**config.mk**
```make
export PLATFORM = sky130hd
export DESIGN_NAME = regfile_sb
export DESIGN_NICKNAME = d
export VERILOG_FILES = /design/src/rtl/regfile_sb.sv
export SDC_FILE = /design/constraint.sdc
export NUM_CORES = 1
export LEC_CHECK = 0
export ABC_AREA = 0
export BUFFER_PORTS_ARGS = -buffer_cell sky130_fd_sc_hd__buf_2
export CELL_PAD_IN_SITES_DETAIL_PLACEMENT = 1
export CELL_PAD_IN_SITES_GLOBAL_PLACEMENT = 1
export CORE_ASPECT_RATIO = 0.8
export CORE_MARGIN = 2
export CORE_UTILIZATION = 53
export DETAILED_ROUTE_END_ITERATION = 10
export PLACE_DENSITY_LB_ADDON = 0.1
export SYNTH_ARGS = -nofsm -noshare
export SYNTH_HDL_FRONTEND = slang
export SYNTH_SLANG_ARGS = --single-unit
```
**constraint.sdc**
```tcl
create_clock -name clk -period 2.4 [get_ports clk]
set_input_delay 0.12 -clock clk [delete_from_list [all_inputs] [get_ports clk]]
set_output_delay 0.12 -clock clk [all_outputs]
set_load 0.01 [all_outputs]
```
**src/rtl/regfile_sb.sv**
```systemverilog
// regfile_sb: parametrised register file with write-first bypass and a pending-write scoreboard.
// Optional REGFILE_R0_ZERO_EN hardwires register 0 to zero. Revision 1.0
`default_nettype none

module regfile_sb #(
  parameter int DATA_W = 16,
  parameter int ADDR_W = 3,
  localparam int NREGS = 2**ADDR_W
) (
  input  logic              clk,
  input  logic              rst_n,
  input  logic [ADDR_W-1:0] rs1_addr,
  input  logic [ADDR_W-1:0] rs2_addr,
  output logic [DATA_W-1:0] rd1_data,
  output logic [DATA_W-1:0] rd2_data,
  input  logic              wr_en,
  input  logic [ADDR_W-1:0] wr_addr,
  input  logic [DATA_W-1:0] wr_data,
  input  logic              alloc_en,
  input  logic [ADDR_W-1:0] alloc_addr,
  output logic              busy1,
  output logic              busy2,
  output logic [NREGS-1:0]  busy_vec,
  output logic              alloc_err
);

`ifdef REGFILE_R0_ZERO_EN
  localparam bit R0_ZERO = 1'b1;
`else
  localparam bit R0_ZERO = 1'b0;
`endif

  logic [DATA_W-1:0] regs_q [NREGS];
  logic [DATA_W-1:0] regs_d [NREGS];
  logic [NREGS-1:0]  pend_q, pend_d;
  logic              alloc_err_q, alloc_err_d;
  logic              wr_eff, alloc_eff;

  // With R0 hardwired, traffic targeting register 0 simply never happens.
  assign wr_eff    = wr_en    & ~(R0_ZERO & (wr_addr    == ADDR_W'(0)));
  assign alloc_eff = alloc_en & ~(R0_ZERO & (alloc_addr == ADDR_W'(0)));

  always_comb begin
    regs_d      = regs_q;
    pend_d      = pend_q;
    alloc_err_d = 1'b0;
    if (wr_eff) begin
      regs_d[wr_addr] = wr_data;
      pend_d[wr_addr] = 1'b0;
    end
    if (alloc_eff) begin
      pend_d[alloc_addr] = 1'b1;
      // A retiring producer on the same register makes the re-allocation legal.
      alloc_err_d = pend_q[alloc_addr] & ~(wr_eff & (wr_addr == alloc_addr));
    end
  end

  always_ff @(posedge clk or negedge rst_n) begin
    if (!rst_n) begin
      for (int i = 0; i < NREGS; i++) regs_q[i] <= '0;
      pend_q      <= '0;
      alloc_err_q <= 1'b0;
    end else begin
      regs_q      <= regs_d;
      pend_q      <= pend_d;
      alloc_err_q <= alloc_err_d;
    end
  end

  function automatic logic [DATA_W-1:0] read_port(input logic [ADDR_W-1:0] addr);
    if (wr_eff && (wr_addr == addr)) return wr_data;
    return regs_q[addr];
  endfunction

  always_comb begin
    rd1_data = '0;
    rd2_data = '0;
    busy1    = 1'b0;
    busy2    = 1'b0;
    if (rst_n) begin
      rd1_data = read_port(rs1_addr);
      rd2_data = read_port(rs2_addr);
      busy1    = pend_q[rs1_addr] & ~(wr_eff & (wr_addr == rs1_addr));
      busy2    = pend_q[rs2_addr] & ~(wr_eff & (wr_addr == rs2_addr));
    end
  end

  assign busy_vec  = pend_q;
  assign alloc_err = alloc_err_q;

endmodule

`default_nettype wire

```
==> results.yml <==
synth:
  synth_edf_count: 0
  synth_cell_types: 30
  syn-num-nets: 654
  ys_top_cells_by_area: "dfrtp_1, mux2_2, mux4_2"
  synth.avg_cell_area_um2: 12.6
  yosysTopAreaCell: "dfrtp_1"
  synthCells: 622
  ys_ff_latch: 137
  synth_ff_type: "dfrtp_1"
  yosysSeqAreaShare_pct: 43.8
  async_flop_share_pct: 100
  yosysWarnings: 0
  syn_area_um2: 7830
  synth_top_area_share_pct: 43.8
global_route:
  first_global_vias: 6229
  track_usage_pct: 31.7
  antenna_found_initial: 1
  grt_pass1_wl_mm: 37.6
  grt_start_max_net_pins: 84
  overflow: 0
clock_network:
  cts_tree: "built"
  clk_pin_slew_worst_paths_ps: 60
  cts_buffer_depth: 2
  cts_buffers: 17
  htreeDepth: 4
  cts_sinks: 137
  post-cts-setup-buffer-count: 0
  worstSkewPairLatency_ps: 420
  cts_root_buf: "clkbuf_16"
timing:
  finalSetupViolCount: 0
  slew_headroom_pct: 54.4
  setup_ws_ps: 466
  setup_tns_ps: 0
  rsz0062_at_grt: "false"
  report.final.slew_viol_count: 0
  fin_crit_sh_pct: 80.6
  hold_violations: 0
  skew_ps: 3.84
  fmax_ghz: 0.517
  post-route-min-period_ps: 1930
  whs_ps: 55.3
  tightest_slew_ps: 684
cells_and_area:
  layout.cells.non_filler: 881
  fillers: 1436
  utilization_pct: 62.7
  fin_area_um2: 9000
  drive_above_1_share_pct: 45.0
  nets: 715
  syn_to_final_growth_pct: 14.9
  mostFrequentLayoutCells: "dfrtp_1, mux2_2, buf_2, mux2i_1, a21oi_1"
  final_common_cell: "dfrtp_1"
place:
  hpwl_mm: 15.2
  placed_cell_area_um2: 8410
  port_buffers: 74
  gp_congestion: 0.845
  place_ws_ps: 554
  dp.cells: 846
power_and_ir_drop:
  p_leak_nw: 3.93
  finalPower_mw: 7.63
  cellPowerDensity_nw_per_um2: 848
  ir_worst_vdd_v: 0.000512
job:
  max-cap-violations: 0
worst_setup_path:
  worst_path_dominant_cell_family: "buffers and inverters"
  crit_buf_inv: 3
  crit_type: "in -> out"
  path_cells: "dlygate4sd3_1, buf_6, o21ai_0, a21oi_1, buf_2"
  slowest_stage: "dlygate4sd3_1"
  critical_path.startpoint_type: "input pin"
  required_ps: 2280
  max_stage_delay_ps: 540
  crit_path_max_fanout: 83
  cp.arrival_ps: 1810
  crit_path_end_kind: "output pin"
drt:
  drtIter0Drc: 345
  drt-vias-per-instance: 6.49
  wl_mm: 23.8
  num_vias: 5722
  dr.pass1.iters: 4
  drtAntennaViolNets: 0
  wl_per_cell_um: 27.0
  drc: 0
floorplanning:
  rows: 39
  io_pins: 75
  initial_utilization_pct: 54.6
  core-area_um2: 14300
  die-area_um2: 15800
  die_h_um: 113
  die_w_um: 140
status:
  outcome: "finished, final reports clean"
worst_hold_path:
  min_path_type: "in -> reg"
per-layer routing:
layer	vias up	share of wire, %	global-route usage [%]	wire length [µm]
li1	2466	-	-	-
met1	3019	43	43.0	10100
met2	190	49	51.2	11700
met3	47	5.9	6.09	1400
met4	0	2.3	12.6	539
met5	-	0	0	0
kinds of logic after synthesis:
family	after synthesis	synth area share, %
mux	230	37.5
xor+xnor	9	1.01
simple gates	38	3.53
flops	137	43.8
buf+inv	72	4.70
compound gates	136	9.47
state kept, by name (all words and copies together), names as in the netlist:
register / count
alloc_err: 1
busy_vec: 8
regs_q: 128
synthesized netlist by cell type (all sizes together), types with 3 or more instances:
cell type	number
a21oi	62
buf	49
clkbuf	17
dfrtp	137
inv	6
mux2	128
mux2i	64
mux4	38
nand2	14
nand2b	4
nand4	5
nand4b	3
nor2	4
nor3	3
o21ai	36
o22ai	32
xnor2	9
where the power goes:
group	switching (mW)	total, mW	internal [mW]	leakage [nW]
clock	1.04	2.55	1.50	0.261
combinational	0.826	1.82	0.997	2.03
sequential	0.439	3.26	2.82	1.64
final cells by class:
type | count | area, µm² | share of cell area [%]
tap | 184 | 230 | 2.56
clock buffer | 22 | 474 | 5.27
timing repair buffer | 108 | 712 | 7.91
multi-input combinational | 413 | 4040 | 44.8
clock inverter | 10 | 93.8 | 1.04
antenna | 1 | 2.50 | 0.0278
inverter | 6 | 22.5 | 0.250
sequential | 137 | 3430 | 38.1
final timing paths:
check | cells past startpoint | slack, ps | startpoint | end
setup reg to reg | 4 | 1250 | busy_vec[1]$_DFF_PN0_ | alloc_err$_DFF_PN0_
hold reg to reg | 1 | 530 | regs_q[12]$_DFFE_PN0P_ | regs_q[12]$_DFFE_PN0P_
hold / removal | 2 | 60 | wr_data[9] | regs_q[41]$_DFFE_PN0P_
min in group asynchronous | 2 | 250 | rst_n | regs_q[64]$_DFFE_PN0P_
max in group asynchronous | 3 | 1320 | rst_n | regs_q[28]$_DFFE_PN0P_
setup / recovery | 5 | 470 | rst_n | rd1_data[12]
repair_timing:
| item | in CTS | in global routing |
|---|---|---|
| gates resized for setup | 0 | 0 |
| hold buffers | 2 | 0 |
| hold endpoints to repair | 43 | 0 |
(Power assumes the default switching activity.)
